`src/rtl/vga_timing_if.sv`:
```
// Raster timing bundle between the timing generator (master) and the pixel pipeline (slave).
// With VGA_TIMING_LINE_IRQ_EN defined the bundle also carries line_irq.
interface vga_timing_if #(
    parameter int unsigned CW = 10
);
    logic          ce;
    logic          vga_HS;
    logic          vga_VS;
    logic          de;
    logic [CW-1:0] pixel_x;
    logic [CW-1:0] pixel_y;
    logic          line_start;
    logic          frame_start;
`ifdef VGA_TIMING_LINE_IRQ_EN
    logic          line_irq;

    modport master (
        input  ce,
        output vga_HS, vga_VS, de, pixel_x, pixel_y, line_start, frame_start, line_irq
    );
    modport slave (
        output ce,
        input  vga_HS, vga_VS, de, pixel_x, pixel_y, line_start, frame_start, line_irq
    );
`else
    modport master (
        input  ce,
        output vga_HS, vga_VS, de, pixel_x, pixel_y, line_start, frame_start
    );
    modport slave (
        output ce,
        input  vga_HS, vga_VS, de, pixel_x, pixel_y, line_start, frame_start
    );
`endif
endinterface

```
`src/rtl/vga_timing_gen.sv`:
```
// Parametrised VGA raster timing generator: owns the x/y counters, registers sync/de/strobes.
// Optional feature: define VGA_TIMING_LINE_IRQ_EN to add IRQ_LINE and the line_irq pulse.
module vga_timing_gen #(
    parameter int unsigned H_ACTIVE = 640,
    parameter int unsigned H_FP     = 16,
    parameter int unsigned H_SYNC   = 96,
    parameter int unsigned H_BP     = 48,
    parameter int unsigned V_ACTIVE = 480,
    parameter int unsigned V_FP     = 10,
    parameter int unsigned V_SYNC   = 2,
    parameter int unsigned V_BP     = 33,
    parameter bit          HS_POL   = 1'b0,
    parameter bit          VS_POL   = 1'b0,
    parameter int unsigned CW       = 10
`ifdef VGA_TIMING_LINE_IRQ_EN
    ,
    parameter int unsigned IRQ_LINE = 480
`endif
) (
    input  logic         clk,
    input  logic         reset,
    vga_timing_if.master vga
);
    localparam int unsigned H_TOTAL = H_ACTIVE + H_FP + H_SYNC + H_BP;
    localparam int unsigned V_TOTAL = V_ACTIVE + V_FP + V_SYNC + V_BP;

    localparam logic [CW-1:0] H_LAST   = CW'(H_TOTAL - 1);
    localparam logic [CW-1:0] V_LAST   = CW'(V_TOTAL - 1);
    localparam logic [CW-1:0] H_ACT    = CW'(H_ACTIVE);
    localparam logic [CW-1:0] V_ACT    = CW'(V_ACTIVE);
    localparam logic [CW-1:0] H_HS_BEG = CW'(H_ACTIVE + H_FP);
    localparam logic [CW-1:0] H_HS_END = CW'(H_ACTIVE + H_FP + H_SYNC);
    localparam logic [CW-1:0] V_VS_BEG = CW'(V_ACTIVE + V_FP);
    localparam logic [CW-1:0] V_VS_END = CW'(V_ACTIVE + V_FP + V_SYNC);

    logic [CW-1:0] r_x;
    logic [CW-1:0] r_y;
    logic          r_hs;
    logic          r_vs;
    logic          r_de;
    logic          r_line_start;
    logic          r_frame_start;

    logic [CW-1:0] w_nx;
    logic [CW-1:0] w_ny;
    logic          w_hwrap;
    logic          w_vwrap;
    logic          w_hs_on;
    logic          w_vs_on;
    logic          w_de;

    // Next position and its decode; registering the decode keeps syncs aligned with the coordinates.
    always_comb begin
        w_hwrap = (r_x == H_LAST);
        w_vwrap = w_hwrap && (r_y == V_LAST);
        w_nx    = w_hwrap ? '0 : r_x + CW'(1);
        w_ny    = r_y;
        if (w_vwrap) begin
            w_ny = '0;
        end else if (w_hwrap) begin
            w_ny = r_y + CW'(1);
        end
        w_de    = (w_nx < H_ACT) && (w_ny < V_ACT);
        w_hs_on = (w_nx >= H_HS_BEG) && (w_nx < H_HS_END);
        w_vs_on = (w_ny >= V_VS_BEG) && (w_ny < V_VS_END);
    end

    always_ff @(posedge clk) begin
        if (reset) begin
            r_x           <= H_LAST;
            r_y           <= V_LAST;
            r_de          <= 1'b0;
            r_hs          <= ~HS_POL;
            r_vs          <= ~VS_POL;
            r_line_start  <= 1'b0;
            r_frame_start <= 1'b0;
        end else begin
            // Strobes last one clk even when ce stays low afterwards.
            r_line_start  <= 1'b0;
            r_frame_start <= 1'b0;
            if (vga.ce) begin
                r_x           <= w_nx;
                r_y           <= w_ny;
                r_de          <= w_de;
                r_hs          <= w_hs_on ? HS_POL : ~HS_POL;
                r_vs          <= w_vs_on ? VS_POL : ~VS_POL;
                r_line_start  <= w_hwrap;
                r_frame_start <= w_vwrap;
            end
        end
    end

    assign vga.pixel_x     = r_x;
    assign vga.pixel_y     = r_y;
    assign vga.de          = r_de;
    assign vga.vga_HS      = r_hs;
    assign vga.vga_VS      = r_vs;
    assign vga.line_start  = r_line_start;
    assign vga.frame_start = r_frame_start;

`ifdef VGA_TIMING_LINE_IRQ_EN
    // Lines beyond the frame can never be reached, so the pulse is tied off for them.
    localparam bit            IRQ_OK = (IRQ_LINE < V_TOTAL);
    localparam logic [CW-1:0] IRQ_Y  = IRQ_OK ? CW'(IRQ_LINE) : '0;

    logic r_line_irq;

    always_ff @(posedge clk) begin
        if (reset) begin
            r_line_irq <= 1'b0;
        end else begin
            r_line_irq <= IRQ_OK && vga.ce && w_hwrap && (w_ny == IRQ_Y);
        end
    end

    assign vga.line_irq = r_line_irq;
`endif
endmodule

```
`src/flat_wrapper.sv`:
```
// flat-port wrapper written by rule: the top's interface ports become plain ports
module vga_timing_gen_flat 
#(
    parameter int unsigned H_ACTIVE = 640,
    parameter int unsigned H_FP     = 16,
    parameter int unsigned H_SYNC   = 96,
    parameter int unsigned H_BP     = 48,
    parameter int unsigned V_ACTIVE = 480,
    parameter int unsigned V_FP     = 10,
    parameter int unsigned V_SYNC   = 2,
    parameter int unsigned V_BP     = 33,
    parameter bit          HS_POL   = 1'b0,
    parameter bit          VS_POL   = 1'b0,
    parameter int unsigned CW       = 10

)
  (clk, reset, vga_ce, vga_vga_HS, vga_vga_VS, vga_de, vga_pixel_x, vga_pixel_y, vga_line_start, vga_frame_start);
  vga_timing_if #(.CW(CW)) vga_i ();
  input  logic clk;
  input  logic reset;
  input wire logic [$bits(vga_i.ce)-1:0] vga_ce;
  output wire logic [$bits(vga_i.vga_HS)-1:0] vga_vga_HS;
  output wire logic [$bits(vga_i.vga_VS)-1:0] vga_vga_VS;
  output wire logic [$bits(vga_i.de)-1:0] vga_de;
  output wire logic [$bits(vga_i.pixel_x)-1:0] vga_pixel_x;
  output wire logic [$bits(vga_i.pixel_y)-1:0] vga_pixel_y;
  output wire logic [$bits(vga_i.line_start)-1:0] vga_line_start;
  output wire logic [$bits(vga_i.frame_start)-1:0] vga_frame_start;
  assign vga_i.ce = vga_ce;
  assign vga_vga_HS = vga_i.vga_HS;
  assign vga_vga_VS = vga_i.vga_VS;
  assign vga_de = vga_i.de;
  assign vga_pixel_x = vga_i.pixel_x;
  assign vga_pixel_y = vga_i.pixel_y;
  assign vga_line_start = vga_i.line_start;
  assign vga_frame_start = vga_i.frame_start;
  vga_timing_gen #(.H_ACTIVE(H_ACTIVE), .H_FP(H_FP), .H_SYNC(H_SYNC), .H_BP(H_BP), .V_ACTIVE(V_ACTIVE), .V_FP(V_FP), .V_SYNC(V_SYNC), .V_BP(V_BP), .HS_POL(HS_POL), .VS_POL(VS_POL), .CW(CW)) u_core (.clk(clk), .reset(reset), .vga(vga_i));
endmodule
```
`config.mk`:
```
export PLATFORM = sky130hd
export DESIGN_NAME = vga_timing_gen_flat
export DESIGN_NICKNAME = d
export VERILOG_FILES = /design/src/rtl/vga_timing_if.sv /design/src/rtl/vga_timing_gen.sv /design/src/flat_wrapper.sv
export SDC_FILE = /design/constraint.sdc
export NUM_CORES = 1
export LEC_CHECK = 0
export BUFFER_PORTS_ARGS = -buffer_cell sky130_fd_sc_hd__buf_4
export CORE_UTILIZATION = 42
export CTS_CLUSTER_SIZE = 8
export DETAILED_ROUTE_END_ITERATION = 12
export GPL_TIMING_DRIVEN = 0
export PLACE_DENSITY_LB_ADDON = 0.25
export SLEW_MARGIN = 25
export SYNTH_ARGS = -nofsm -noshare
export SYNTH_HDL_FRONTEND = slang
export SYNTH_SLANG_ARGS = --single-unit
```
`constraint.sdc`:
```
create_clock -name clk -period 4.21 [get_ports clk]
set_input_delay 0.842 -clock clk [delete_from_list [all_inputs] [get_ports clk]]
set_output_delay 0.842 -clock clk [all_outputs]
set_load 0.1 [all_outputs]
```
# Word-level counts from Yosys, hierarchy flattened

Cells that the tools add are included.

Bits of input ports: 3
Output and inout port bits: 25
Register bits: 25

Order comparisons: 6
Add/subtract/negate cells: 2
Equal/unequal tests: 2
Reductions and logical operators: 5
Bitwise gates (word level): 1
Mux-type cells: 5

Operator list:

| kind                                                                | count |
|---|---|
| 2-to-1 mux 10 bit                                                   | 3 |
| adder 10 x 1 -> 10 bit (second input constant)                      | 2 |
| equality test 10 bit (second input constant)                        | 2 |
| < comparator 10 bit (second input constant)                         | 2 |
| < comparator 10 x 9 -> 1 bit (second input constant)                | 2 |
| greater-or-equal comparator 10 bit (second input constant)          | 1 |
| greater-or-equal comparator 10 x 9 -> 1 bit (second input constant) | 1 |
| logical AND 1 bit                                                   | 4 |
| 2-to-1 mux 1 bit                                                    | 2 |
| OR reduction 2 bit                                                  | 1 |
| NOT 1 bit                                                           | 1 |

# Longest topological paths before layout

Gate-level depths: netlist of run 1.

Word-level depth: 6
Depth in mapped cells: 8

# Worst setup path after synthesis of run 1

OpenSTA, ideal clock, no wires.

Kind: register -> register
Start: reg u_core.r_x[0], in the netlist u_core.vga.pixel_x[0]
End: reg u_core.r_vs, in the netlist u_core.vga.vga_VS
Cell stages (with the launch flop): 7
Required time: 4085 ps
Library setup time: 125 ps
Data arrival time: 2574 ps
Path slack: 1511 ps
Cell sequence: dfxtp_1 > ha_1 > and4_4 > nand4_4 > a2111oi_2 > o22ai_1 > o41a_1

Word-level cells in the longest chain between the ends: 6

RTL lines:

| item                                                                                        | RTL line                                   | RTL |
|---|---|---|
| start: declaration                                                                          | vga_timing_gen.sv:36                       | `logic [CW-1:0] r_x;` |
| start signal: assignment                                                                    | vga_timing_gen.sv:82                       | `r_x <= w_nx;` |
| equality test 10 bit (*)                                                                    | vga_timing_gen.sv:54                       | `w_hwrap = (r_x == H_LAST);` |
| 2-to-1 mux 10 bit or logical AND 1 bit (tied branches)                                      | vga_timing_gen.sv:60, vga_timing_gen.sv:55 |  |
| 2-to-1 mux 10 bit (*)                                                                       | vga_timing_gen.sv:58                       | `if (w_vwrap) begin` |
| greater-or-equal comparator 10 x 9 -> 1 bit or < comparator 10 x 9 -> 1 bit (tied branches) | vga_timing_gen.sv:65                       | `w_vs_on = (w_ny >= V_VS_BEG) && (w_ny < V_VS_END);` |
| logical AND 1 bit (*)                                                                       | vga_timing_gen.sv:65                       |  |
| 2-to-1 mux 1 bit (*)                                                                        | vga_timing_gen.sv:86                       | `r_vs <= w_vs_on ? VS_POL : ~VS_POL;` |
| end signal: assignment                                                                      | vga_timing_gen.sv:74                       | `r_vs <= ~VS_POL;` |
| end signal: assignment                                                                      | vga_timing_gen.sv:86                       |  |
| end: declaration                                                                            | vga_timing_gen.sv:39                       | `logic r_vs;` |

Every way passes the cells marked *; elsewhere a longest branch is shown, timed or not.
A chain may end at the register's enable or synchronous reset.

# Worst setup path in the final report of run 1

Start: reg u_core.r_y[1], in the netlist u_core.vga.pixel_y[1]
End: reg u_core.r_vs, in the netlist u_core.vga.vga_VS

Word-level cells in the longest chain between the ends: 6

RTL lines:

| item                                                                                        | RTL line                                   | RTL |
|---|---|---|
| start: declaration                                                                          | vga_timing_gen.sv:37                       | `logic [CW-1:0] r_y;` |
| start signal: assignment                                                                    | vga_timing_gen.sv:83                       | `r_y <= w_ny;` |
| adder 10 x 1 -> 10 bit or equality test 10 bit (tied branches)                              | vga_timing_gen.sv:61, vga_timing_gen.sv:55 |  |
| 2-to-1 mux 10 bit or logical AND 1 bit (tied branches)                                      | vga_timing_gen.sv:60, vga_timing_gen.sv:55 |  |
| 2-to-1 mux 10 bit (*)                                                                       | vga_timing_gen.sv:58                       |  |
| greater-or-equal comparator 10 x 9 -> 1 bit or < comparator 10 x 9 -> 1 bit (tied branches) | vga_timing_gen.sv:65                       |  |
| logical AND 1 bit (*)                                                                       | vga_timing_gen.sv:65                       |  |
| 2-to-1 mux 1 bit (*)                                                                        | vga_timing_gen.sv:86                       |  |

Marks and branches as above.

==> results of run 1 <==
metrics by stage:
step,utilization (%),setup WS (ps)
2_1_floorplan,-,1510
3_3_place_gp,51.3,1820
4_1_cts,52.6,2030
5_1_grt,52.6,1890
6_report,52.6,2020
3_5_place_dp,51.3,1810
Yosys cell counts (3+ instances only):
cell type	n	share of area [%]
nor2_1	17	3.9
or3_1	4	1.5
nand4b_1	4	2.1
ha_1	4	3.1
dfxtp_1	25	31
o21ai_0	5	1.5
nand4_1	5	1.9
o21ai_1	4	1.2
nor3_1	13	4.0
nand3_1	11	3.4
a31oi_1	3	1.1
clkbuf_1	6	1.4
mux2i_1	3	1.8
a21oi_1	11	3.4
buf_2	7	2.1
nand2_1	19	4.4
inv_1	7	1.6
xnor2_1	5	2.7
power breakdown:
group	leakage (uW)	internal [uW]	switching (uW)
Clock	0.0000217	67.2	84.0
Combinational	0.000502	107	281
Sequential	0.000204	256	24.5
Total	0.000728	430	389
layer usage:
| layer | up-vias | global-route usage, % |
|---|---|---|
| met2 | 45 | 27.9 |
| met4 | 0 | 6.67 |
| met5 | - | 0 |
| met3 | 4 | 2.64 |
| li1 | 810 | - |
| met1 | 702 | 29.2 |
sequential cells by signal, summed over array words and instances, names as in the netlist:
name,cells
u_core.vga.line_start,1
u_core.vga.vga_HS,1
u_core.vga.de,1
u_core.vga.frame_start,1
u_core.vga.pixel_y,10
u_core.vga.pixel_x,10
u_core.vga.vga_VS,1
path summary, 6_finish.rpt:
path,cells after the start,start,slack [ps],endpoint
setup / recovery,8,u_core.vga.pixel_y[1],2020,u_core.vga.vga_VS
hold reg to reg,1,u_core.vga.de,510,u_core.vga.de
setup reg to reg,8,u_core.vga.pixel_y[1],2020,u_core.vga.vga_VS
hold / removal,1,u_core.vga.de,510,u_core.vga.de
layout make-up:
cell class / count / area, sq um / share of cell area (%)
plain buffers: 15 / 76.3 / 3.93
clock buffers: 3 / 41.3 / 2.13
clock inverters: 1 / 7.51 / 0.387
inverters: 9 / 33.8 / 1.74
multi-input cells: 155 / 1030 / 52.9
flip-flops and latches: 25 / 500 / 25.8
well taps: 48 / 60.1 / 3.09
repair buffers: 26 / 195 / 10.1
critical path, delay by kind of cell, from the launching register on:
kind | cells | cell delay [ps]
flops | 1 | 360
simple gates | 2 | 470
fa+ha+maj | 1 | 180
compound gates | 3 | 650
buf+inv | 2 | 430
cell families (layout without fill, tap and decap cells):
logic type               Yosys count  count (layout)  share of synthesized area, %
adder cells (fa/ha/maj)            4               4                          3.06
AO/OA/AOI/OAI                     46              46                          20.4
XOR/XNOR                           7               7                          3.74
buffers and inverters             24              54                          6.72
flip-flops                        25              25                          30.6
AND/OR/NAND/NOR                   95              95                          33.7
multiplexers                       3               3                          1.83
==> report_table.html, run 1 <==
<table>
<tr><th>Metric</th><th>Value</th></tr>
<tr><th colspan="2">Run status</th></tr>
<tr><td>Status</td><td>finished clean</td></tr>
<tr><th colspan="2">Die</th></tr>
<tr><td>Die Span Y</td><td>64.4 microns</td></tr>
<tr><td>Starting Density</td><td>44.4%</td></tr>
<tr><td>I/O pin cnt</td><td>28</td></tr>
<tr><td>Horizontal die dimension</td><td>64.4 microns</td></tr>
<tr><td>Number of rows in the core area</td><td>22</td></tr>
<tr><td>Total die area</td><td>0.00415 sq mm</td></tr>
<tr><td>Core area</td><td>0.00369 sq mm</td></tr>
<tr><th colspan="2">Critical path</th></tr>
<tr><td>Required time of the worst setup path</td><td>4380 ps</td></tr>
<tr><td>Library cell contributing the largest single delay on the critical path</td><td>o41a_1</td></tr>
<tr><td>Signal arrival time at the worst endpoint</td><td>2360 ps</td></tr>
<tr><td>Largest stage delay on the critical path</td><td>390 ps</td></tr>
<tr><td>Nature of the critical path endpoint</td><td>flip-flop</td></tr>
<tr><td>Kind of start point of the critical path</td><td>flip-flop</td></tr>
<tr><td>Critical path class</td><td>flip-flop to flip-flop</td></tr>
<tr><td>Worst-path maximum fanout</td><td>9</td></tr>
<tr><td>Critical path cell sequence</td><td>clkbuf_1, inv_1, ha_1, and4bb_1, nand4_1, o2111a_1, a31oi_1, o41a_1</td></tr>
<tr><th colspan="2">Timing</th></tr>
<tr><td>Relative slew slack</td><td>61.6%</td></tr>
<tr><td>RSZ-0062 raised after global routing</td><td>no</td></tr>
<tr><td>Final Max Slew Viols</td><td>0</td></tr>
<tr><td>Number of failing setup endpoints in the final timing report</td><td>0</td></tr>
<tr><td>Hold_ws</td><td>508 ps</td></tr>
<tr><td>Minimum period implied by the final worst setup slack</td><td>2190 ps</td></tr>
<tr><td>Transition time at the pin with the least slew margin</td><td>571 ps</td></tr>
<tr><td>Number of hold violations in the final report</td><td>0</td></tr>
<tr><td>Sum Neg Setup Slack</td><td>0 ps</td></tr>
<tr><td>Part of the cycle the worst path needs</td><td>52.0%</td></tr>
<tr><td>Max Clk Rate</td><td>457 MHz</td></tr>
<tr><td>Largest clock skew in the final design</td><td>6.21 ps</td></tr>
<tr><th colspan="2">Yosys</th></tr>
<tr><td>Fraction of registers with async set or reset after synthesis</td><td>0%</td></tr>
<tr><td>EDFF count, synth</td><td>0</td></tr>
<tr><td>Most common flop cell mapped by yosys</td><td>dfxtp_1</td></tr>
<tr><td>Synth Register Bits</td><td>25</td></tr>
<tr><td>Number of distinct library cells after synthesis</td><td>58</td></tr>
<tr><td>Number of warnings printed during yosys synthesis</td><td>0</td></tr>
<tr><td>Total nets after synthesis</td><td>211</td></tr>
<tr><td>Mean instance size in the synthesized netlist</td><td>8.03 sq um</td></tr>
<tr><td>Share of synthesized area occupied by flip-flops and latches</td><td>30.6%</td></tr>
<tr><td>Cell area after technology mapping</td><td>0.00164 sq mm</td></tr>
<tr><td>Cell count after synthesis</td><td>204</td></tr>
<tr><th colspan="2">Global route</th></tr>
<tr><td>Initial antenna violation count</td><td>0</td></tr>
<tr><td>Number of global-route vias before repair</td><td>1330</td></tr>
<tr><td>Overall routing resource usage</td><td>19.4%</td></tr>
<tr><td>Pin count of the biggest net entering global routing</td><td>16</td></tr>
<tr><td>Total global routing overflow</td><td>0</td></tr>
<tr><td>Wire length of the first global-routing pass</td><td>6250 microns</td></tr>
<tr><th colspan="2">Route</th></tr>
<tr><td>Number of remaining DRC errors</td><td>0</td></tr>
<tr><td>Mean number of vias per cell</td><td>5.54</td></tr>
<tr><td>Detailed-route via count</td><td>1561</td></tr>
<tr><td>Routed wire per std cell</td><td>13.4 microns</td></tr>
<tr><td>Total wirelength of the detailed-routed design</td><td>3780 microns</td></tr>
<tr><td>Met1 wire length</td><td>2010 microns</td></tr>
<tr><td>Length of routed met2 wiring</td><td>1550 microns</td></tr>
<tr><td>Drt first pass iters</td><td>4</td></tr>
<tr><td>Initial detailed-routing violation count</td><td>80</td></tr>
<tr><td>Antenna viol nets, final</td><td>0</td></tr>
<tr><td>Uppermost routed layer</td><td>met4</td></tr>
<tr><td>Routed wire length on met3</td><td>169 microns</td></tr>
<tr><th colspan="2">Layout</th></tr>
<tr><td>Area grow syn2layout</td><td>18.6%</td></tr>
<tr><td>Commonest non-fill, non-tap cell in the layout</td><td>buf_4</td></tr>
<tr><td>FILL cells</td><td>367</td></tr>
<tr><td>Number of inserted diodes</td><td>0</td></tr>
<tr><td>Proportion of layout cells with a drive suffix above 1</td><td>21.4%</td></tr>
<tr><td>Final std cell area, no fill</td><td>0.00194 sq mm</td></tr>
<tr><td>Leading cell types in the layout, fill and taps excluded</td><td>buf_4 (27), dfxtp_1 (25), nand2_1 (19)</td></tr>
<tr><td>Total Nets Final</td><td>242</td></tr>
<tr><td>Cell Count, Final, Fillers Out</td><td>282</td></tr>
<tr><th colspan="2">Placement</th></tr>
<tr><td>RePlAce Congestion</td><td>0.887</td></tr>
<tr><td>Cell area after placement</td><td>0.00189 sq mm</td></tr>
<tr><td>Port Buf Inserts</td><td>26</td></tr>
<tr><td>Placed cell count</td><td>278</td></tr>
<tr><td>Final HPWL DP</td><td>2710 microns</td></tr>
<tr><th colspan="2">Min path</th></tr>
<tr><td>Worst hold-check path type</td><td>flip-flop to flip-flop</td></tr>
<tr><th colspan="2">Clocking</th></tr>
<tr><td>Sink Count</td><td>25</td></tr>
<tr><td>Post-CTS Setup Bufs</td><td>0</td></tr>
<tr><td>Clock slew seen by the registers of the worst setup and hold paths</td><td>100 ps</td></tr>
<tr><td>Number of clock buffers inserted by TritonCTS</td><td>3</td></tr>
<tr><td>Maximum level of the CTS H-tree</td><td>1</td></tr>
<tr><td>Clock latency on the worst-skew pair</td><td>280 ps</td></tr>
<tr><td>Post-CTS Resized</td><td>0</td></tr>
<tr><td>Maximum clock path buffer count</td><td>2</td></tr>
<tr><td>Quantity of hold-fixing buffers added after cts</td><td>0</td></tr>
<tr><td>Clock tree from TritonCTS</td><td>yes</td></tr>
<tr><td>Root cell of the clock tree</td><td>clkbuf_8</td></tr>
<tr><th colspan="2">Pwr</th></tr>
<tr><td>Cell Pwr Density</td><td>422 mW/mm^2</td></tr>
<tr><td>Sum of internal, switching and leakage power</td><td>819 uW</td></tr>
<tr><td>Leakage Power</td><td>0.000728 uW</td></tr>
<tr><td>Worst supply voltage drop on vdd</td><td>0.000202 V</td></tr>
<tr><th colspan="2">Flow run</th></tr>
<tr><td>Maximum capacitance violations</td><td>0</td></tr>
</table>
No activity file was read; power rests on OpenSTA's default activity.
==> run 2: changes to the inputs <==
- clock period: 4.21 -> 1.8 ns (I/O delays scaled with it)
==> run 2 against run 1 <==
  * The run now ends with setup timing left
  * Wire length is 14% higher
  * Sequential share of layout area is 1.7 points lower
  * Clock skew is 5.0 ps lower
  * Highest routed layer unchanged
==> report_table.html, run 2 (same netlist as run 1, synthesis figures left out) <==
<table>
<tr><th>Metric</th><th>Value</th></tr>
<tr><th colspan="2">Route</th></tr>
<tr><td>Initial detailed-routing violation count</td><td>100</td></tr>
<tr><td>Mean number of vias per cell</td><td>5.77</td></tr>
<tr><td>Routed wire per std cell</td><td>14.4 microns</td></tr>
<tr><td>Detailed-route via count</td><td>1731</td></tr>
<tr><td>Drt first pass iters</td><td>6</td></tr>
<tr><td>Total wirelength of the detailed-routed design</td><td>4330 microns</td></tr>
<tr><td>Number of remaining DRC errors</td><td>0</td></tr>
<tr><td>Antenna viol nets, final</td><td>0</td></tr>
<tr><th colspan="2">Global route</th></tr>
<tr><td>Pin count of the biggest net entering global routing</td><td>14</td></tr>
<tr><td>Initial antenna violation count</td><td>0</td></tr>
<tr><td>Wire length of the first global-routing pass</td><td>7050 microns</td></tr>
<tr><td>Number of global-route vias before repair</td><td>1527</td></tr>
<tr><td>Overall routing resource usage</td><td>21.6%</td></tr>
<tr><td>Total global routing overflow</td><td>0</td></tr>
<tr><th colspan="2">Placement</th></tr>
<tr><td>Final HPWL DP</td><td>2880 microns</td></tr>
<tr><td>RePlAce Congestion</td><td>0.850</td></tr>
<tr><td>Setup slack at placement</td><td>-199 ps</td></tr>
<tr><td>Port Buf Inserts</td><td>26</td></tr>
<tr><th colspan="2">Min path</th></tr>
<tr><td>Worst hold-check path type</td><td>input port to flip-flop</td></tr>
<tr><td>Start point of the worst hold path</td><td>reset</td></tr>
<tr><th colspan="2">Die</th></tr>
<tr><td>Starting Density</td><td>44.4%</td></tr>
<tr><td>Horizontal die dimension</td><td>64.4 microns</td></tr>
<tr><td>Number of rows in the core area</td><td>22</td></tr>
<tr><td>Total die area</td><td>0.00415 sq mm</td></tr>
<tr><td>I/O pin cnt</td><td>28</td></tr>
<tr><td>Core area</td><td>0.00369 sq mm</td></tr>
<tr><td>Die Span Y</td><td>64.4 microns</td></tr>
<tr><th colspan="2">Clocking</th></tr>
<tr><td>Clock tree from TritonCTS</td><td>yes</td></tr>
<tr><td>Number of clock buffers inserted by TritonCTS</td><td>3</td></tr>
<tr><td>Maximum clock path buffer count</td><td>2</td></tr>
<tr><td>Root cell of the clock tree</td><td>clkbuf_8</td></tr>
<tr><td>Maximum level of the CTS H-tree</td><td>1</td></tr>
<tr><td>Sink Count</td><td>25</td></tr>
<tr><td>Clock slew seen by the registers of the worst setup and hold paths</td><td>90 ps</td></tr>
<tr><td>Quantity of hold-fixing buffers added after cts</td><td>0</td></tr>
<tr><td>Clock latency on the worst-skew pair</td><td>270 ps</td></tr>
<tr><th colspan="2">Critical path</th></tr>
<tr><td>Worst-path maximum fanout</td><td>10</td></tr>
<tr><td>Start point of the critical path</td><td>u_core.vga.pixel_y[3]</td></tr>
<tr><td>Critical path class</td><td>flip-flop to flip-flop</td></tr>
<tr><td>Nature of the critical path endpoint</td><td>flip-flop</td></tr>
<tr><td>Kind of start point of the critical path</td><td>flip-flop</td></tr>
<tr><td>Signal arrival time at the worst endpoint</td><td>2000 ps</td></tr>
<tr><td>Required time of the worst setup path</td><td>1960 ps</td></tr>
<tr><td>Reg-to-reg startpoint</td><td>u_core.vga.pixel_y[3]</td></tr>
<tr><th colspan="2">Timing</th></tr>
<tr><td>Max Clk Rate</td><td>545 MHz</td></tr>
<tr><td>Part of the cycle the worst path needs</td><td>102%</td></tr>
<tr><td>Setup WS post-layout</td><td>-36.4 ps</td></tr>
<tr><td>Largest clock skew in the final design</td><td>1.21 ps</td></tr>
<tr><td>Sum Neg Setup Slack</td><td>-36.4 ps</td></tr>
<tr><td>Relative slew slack</td><td>66.2%</td></tr>
<tr><td>Minimum period implied by the final worst setup slack</td><td>1840 ps</td></tr>
<tr><td>Number of hold violations in the final report</td><td>0</td></tr>
<tr><td>Number of failing setup endpoints in the final timing report</td><td>1</td></tr>
<tr><td>RSZ-0062 raised after global routing</td><td>yes</td></tr>
<tr><td>Transition time at the pin with the least slew margin</td><td>507 ps</td></tr>
<tr><td>Final Max Slew Viols</td><td>0</td></tr>
<tr><th colspan="2">Layout</th></tr>
<tr><td>Leading cell types in the layout, fill and taps excluded</td><td>buf_4 (43), nand2_1 (19), nor2_1 (17)</td></tr>
<tr><td>Area grow syn2layout</td><td>43.7%</td></tr>
<tr><td>Commonest non-fill, non-tap cell in the layout</td><td>buf_4</td></tr>
<tr><td>FILL cells</td><td>331</td></tr>
<tr><td>Total Nets Final</td><td>260</td></tr>
<tr><td>Proportion of layout cells with a drive suffix above 1</td><td>41.7%</td></tr>
<tr><td>Number of inserted diodes</td><td>0</td></tr>
<tr><th colspan="2">Pwr</th></tr>
<tr><td>Cell Pwr Density</td><td>910 mW/mm^2</td></tr>
<tr><td>Worst supply voltage drop on vdd</td><td>0.000709 V</td></tr>
<tr><td>Sum of internal, switching and leakage power</td><td>2140 uW</td></tr>
<tr><td>Leakage Power</td><td>0.000884 uW</td></tr>
<tr><th colspan="2">Run status</th></tr>
<tr><td>Failing checks</td><td>setup timing</td></tr>
<tr><td>Status</td><td>finished with violations</td></tr>
<tr><th colspan="2">Flow run</th></tr>
<tr><td>Maximum capacitance violations</td><td>0</td></tr>
</table>
run 2: cell type report:
type,instances,area (sq um),area share [%]
tap,48,60.1,2.55
clock buffer,4,45.0,1.91
sequential,25,566,24.0
inverter,9,36.3,1.54
multi-input combinational,155,1150,49.0
buffer,13,134,5.69
timing repair buffer,46,359,15.3
run 2: per-layer routing:
| metal | up-vias | global-route usage (%) | routed length, microns |
|---|---|---|---|
| met5 | - | 0 | 0 |
| met1 | 826 | 26.9 | 1840 |
| met4 | 0 | 4.17 | 55 |
| met2 | 50 | 38.7 | 2200 |
| met3 | 8 | 3.70 | 230 |
| li1 | 847 | - | - |
run 2: path summary, 6_finish.rpt:
kind / end / slack, ps / cells after the start
min: u_core.vga.pixel_x[9] / 330 / 2
max: u_core.vga.vga_VS / -40 / 5
max reg2reg: u_core.vga.vga_VS / -40 / 5
min reg2reg: u_core.vga.de / 500 / 1
run 2: timing repair:
action / in CTS / in global routing
gates resized for setup: 8 / 11
cloned: 0 / 1
pin swaps: 7 / 9
endpoints found under the setup margin: 3 / 10
endpoints found under the hold margin: 0 / 0
setup buffers: 11 / 8
run 2: stage by stage:
stage	cell area, sq um	cells	hold WS, ps	util (%)
after floorplan	1820	204	454	-
after global placement	2070	278	475	56.2
after detailed placement	2070	278	490	56.2
after CTS	2250	293	322	61.1
after global routing	2350	300	329	63.8
final	2350	300	328	63.8
run 2: report_power, final:
group          internal, uW  switching [uW]  total [uW]  leakage, uW
clock network           159             185         344    0.0000228
logic                   400             723        1120     0.000650
registers               601            73.8         675     0.000211
run 2: worst max-delay path: stages (launching register included):
cell       delay, ps
dfxtp_4          350
buf_6            120
nand4_1          310
a2111oi_4        380
o22ai_2          150
o41a_1           410
==> run 3: changes to the inputs <==
- RECOVER_POWER: unset -> 25
==> run 3 against run 2 <==
  * The flow still finishes with violations (setup timing)
  * Sequential share of layout area up 0.26 points
  * Clock skew about the same
  * Count of clock-buffer cells in the layout unchanged
  * Worst hold slack better by 2.7 ps
  * Critical endpoint unchanged
==> report_table.html, run 3 (same netlist as run 1, synthesis figures left out) <==
<table>
<tr><th>Metric</th><th>Value</th></tr>
<tr><th colspan="2">Run status</th></tr>
<tr><td>Status</td><td>finished with violations</td></tr>
<tr><td>Failing checks</td><td>setup timing</td></tr>
<tr><th colspan="2">Die</th></tr>
<tr><td>Core area</td><td>0.00369 sq mm</td></tr>
<tr><td>Starting Density</td><td>44.4%</td></tr>
<tr><td>Horizontal die dimension</td><td>64.4 microns</td></tr>
<tr><td>Die Span Y</td><td>64.4 microns</td></tr>
<tr><td>Number of rows in the core area</td><td>22</td></tr>
<tr><td>I/O pin cnt</td><td>28</td></tr>
<tr><td>Total die area</td><td>0.00415 sq mm</td></tr>
<tr><th colspan="2">Critical path</th></tr>
<tr><td>Kind of start point of the critical path</td><td>flip-flop</td></tr>
<tr><td>Signal arrival time at the worst endpoint</td><td>2000 ps</td></tr>
<tr><td>Worst-path maximum fanout</td><td>10</td></tr>
<tr><td>Required time of the worst setup path</td><td>1960 ps</td></tr>
<tr><td>Critical path class</td><td>flip-flop to flip-flop</td></tr>
<tr><td>Nature of the critical path endpoint</td><td>flip-flop</td></tr>
<tr><th colspan="2">Global route</th></tr>
<tr><td>Initial antenna violation count</td><td>0</td></tr>
<tr><td>Overall routing resource usage</td><td>21.6%</td></tr>
<tr><td>Number of global-route vias before repair</td><td>1527</td></tr>
<tr><td>Wire length of the first global-routing pass</td><td>7050 microns</td></tr>
<tr><td>Pin count of the biggest net entering global routing</td><td>14</td></tr>
<tr><td>Total global routing overflow</td><td>0</td></tr>
<tr><th colspan="2">Route</th></tr>
<tr><td>Initial detailed-routing violation count</td><td>113</td></tr>
<tr><td>Drt first pass iters</td><td>4</td></tr>
<tr><td>Mean number of vias per cell</td><td>5.75</td></tr>
<tr><td>Antenna viol nets, final</td><td>0</td></tr>
<tr><td>Detailed-route via count</td><td>1725</td></tr>
<tr><td>Routed wire per std cell</td><td>14.4 microns</td></tr>
<tr><td>Number of remaining DRC errors</td><td>0</td></tr>
<tr><td>Total wirelength of the detailed-routed design</td><td>4330 microns</td></tr>
<tr><th colspan="2">Timing</th></tr>
<tr><td>Number of failing setup endpoints in the final timing report</td><td>1</td></tr>
<tr><td>Relative slew slack</td><td>64.1%</td></tr>
<tr><td>Largest clock skew in the final design</td><td>1.58 ps</td></tr>
<tr><td>Max Clk Rate</td><td>543 MHz</td></tr>
<tr><td>Number of hold violations in the final report</td><td>0</td></tr>
<tr><td>RSZ-0062 raised after global routing</td><td>yes</td></tr>
<tr><td>Minimum period implied by the final worst setup slack</td><td>1840 ps</td></tr>
<tr><td>Transition time at the pin with the least slew margin</td><td>541 ps</td></tr>
<tr><td>Final Max Slew Viols</td><td>0</td></tr>
<tr><td>Setup WS post-layout</td><td>-40.2 ps</td></tr>
<tr><td>Part of the cycle the worst path needs</td><td>102%</td></tr>
<tr><th colspan="2">Placement</th></tr>
<tr><td>Placed cell count</td><td>278</td></tr>
<tr><td>Cell area after placement</td><td>0.00207 sq mm</td></tr>
<tr><td>RePlAce Congestion</td><td>0.850</td></tr>
<tr><td>Final HPWL DP</td><td>2880 microns</td></tr>
<tr><td>Port Buf Inserts</td><td>26</td></tr>
<tr><th colspan="2">Pwr</th></tr>
<tr><td>Worst supply voltage drop on vdd</td><td>0.000710 V</td></tr>
<tr><td>Cell Pwr Density</td><td>916 mW/mm^2</td></tr>
<tr><td>Leakage Power</td><td>0.000877 uW</td></tr>
<tr><td>Sum of internal, switching and leakage power</td><td>2130 uW</td></tr>
<tr><th colspan="2">Layout</th></tr>
<tr><td>FILL cells</td><td>336</td></tr>
<tr><td>Leading cell types in the layout, fill and taps excluded</td><td>buf_4 (33), nand2_1 (19), nor2_1 (17)</td></tr>
<tr><td>Proportion of layout cells with a drive suffix above 1</td><td>41.7%</td></tr>
<tr><td>Total Nets Final</td><td>260</td></tr>
<tr><td>Area grow syn2layout</td><td>42.2%</td></tr>
<tr><td>Number of inserted diodes</td><td>0</td></tr>
<tr><td>Final std cell area, no fill</td><td>0.00233 sq mm</td></tr>
<tr><td>Commonest non-fill, non-tap cell in the layout</td><td>buf_4</td></tr>
<tr><td>Cell Count, Final, Fillers Out</td><td>300</td></tr>
<tr><th colspan="2">Flow run</th></tr>
<tr><td>Maximum capacitance violations</td><td>0</td></tr>
<tr><th colspan="2">Clocking</th></tr>
<tr><td>Root cell of the clock tree</td><td>clkbuf_8</td></tr>
<tr><td>Number of clock buffers inserted by TritonCTS</td><td>3</td></tr>
<tr><td>Sink Count</td><td>25</td></tr>
<tr><td>Maximum level of the CTS H-tree</td><td>1</td></tr>
<tr><td>Clock slew seen by the registers of the worst setup and hold paths</td><td>90 ps</td></tr>
<tr><td>Clock latency on the worst-skew pair</td><td>270 ps</td></tr>
<tr><td>Maximum clock path buffer count</td><td>2</td></tr>
<tr><td>Clock tree from TritonCTS</td><td>yes</td></tr>
<tr><th colspan="2">Min path</th></tr>
<tr><td>Worst hold-check path type</td><td>input port to flip-flop</td></tr>
</table>
==> run 3: cell count changes in the layout (fill, tap and decap cells not counted) <==
| cell | before | now |
|---|---|---|
| clkbuf_2 | 0 | 10 |
| buf_4 | 43 | 33 |
==> run 3: power by group <==
part           internal (uW)  total [uW]  switching [uW]
Sequential               601         676            74.6
Combinational            390        1110             723
Clock                    159         343             185
Total                   1150        2130             982
==> run 3: path summary, 6_finish.rpt <==
| kind | startpoint | endpoint | slack, ps | cells past startpoint |
|---|---|---|---|---|
| hold / removal | reset | u_core.vga.pixel_x[9] | 330 | 2 |
| setup reg to reg | u_core.vga.pixel_y[3] | u_core.vga.vga_VS | -40 | 5 |
| hold reg to reg | u_core.vga.de | u_core.vga.de | 500 | 1 |
| setup / recovery | u_core.vga.pixel_y[3] | u_core.vga.vga_VS | -40 | 5 |
==> run 3: metal layers <==
| layer | up-vias | part of all wire (%) | track usage, % |
|---|---|---|---|
| met5 | - | 0 | 0 |
| met4 | 0 | 1.4 | 4.17 |
| met3 | 8 | 5.0 | 3.70 |
| met2 | 46 | 51 | 38.7 |
| met1 | 822 | 43 | 26.9 |
| li1 | 849 | - | - |
==> run 3: metrics by stage <==
stage / setup TNS (ps) / setup slack [ps] / utilization, % / hold WS, ps
2_1_floorplan: -464 / -201 / - / 454
3_3_place_gp: -228 / -212 / 56.2 / 475
3_5_place_dp: -224 / -199 / 56.2 / 490
4_1_cts: -4.80 / -3.83 / 61.1 / 322
5_1_grt: -335 / -88.4 / 63.1 / 329
6_report: -40.2 / -40.2 / 63.1 / 331
==> run 3: area by class of cell <==
| class | instances | area (sq um) | share of cell area, % |
|---|---|---|---|
| Buffer | 13 | 134 | 5.75 |
| Clock buffer | 4 | 45.0 | 1.93 |
| Inverter | 9 | 36.3 | 1.56 |
| Multi-Input combinational cell | 155 | 1150 | 49.5 |
| Sequential cell | 25 | 566 | 24.3 |
| Tap cell | 48 | 60.1 | 2.58 |
| Timing Repair Buffer | 46 | 334 | 14.3 |
==> run 3: worst max-delay path, stage by stage, from the launching register on <==
cell and delay [ps]:
dfxtp_4 350, buf_6 120, nand4_1 310, a2111oi_4 380, o22ai_2 150, o41a_1 410
==> run 3: what timing repair did <==
item	in CTS	in global routing
endpoints found under the setup margin	3	10
cloned	0	1
resized for setup	8	11
pin swaps	7	9
setup buffers	11	8
hold buffers	0	0
endpoints found under the hold margin	0	0
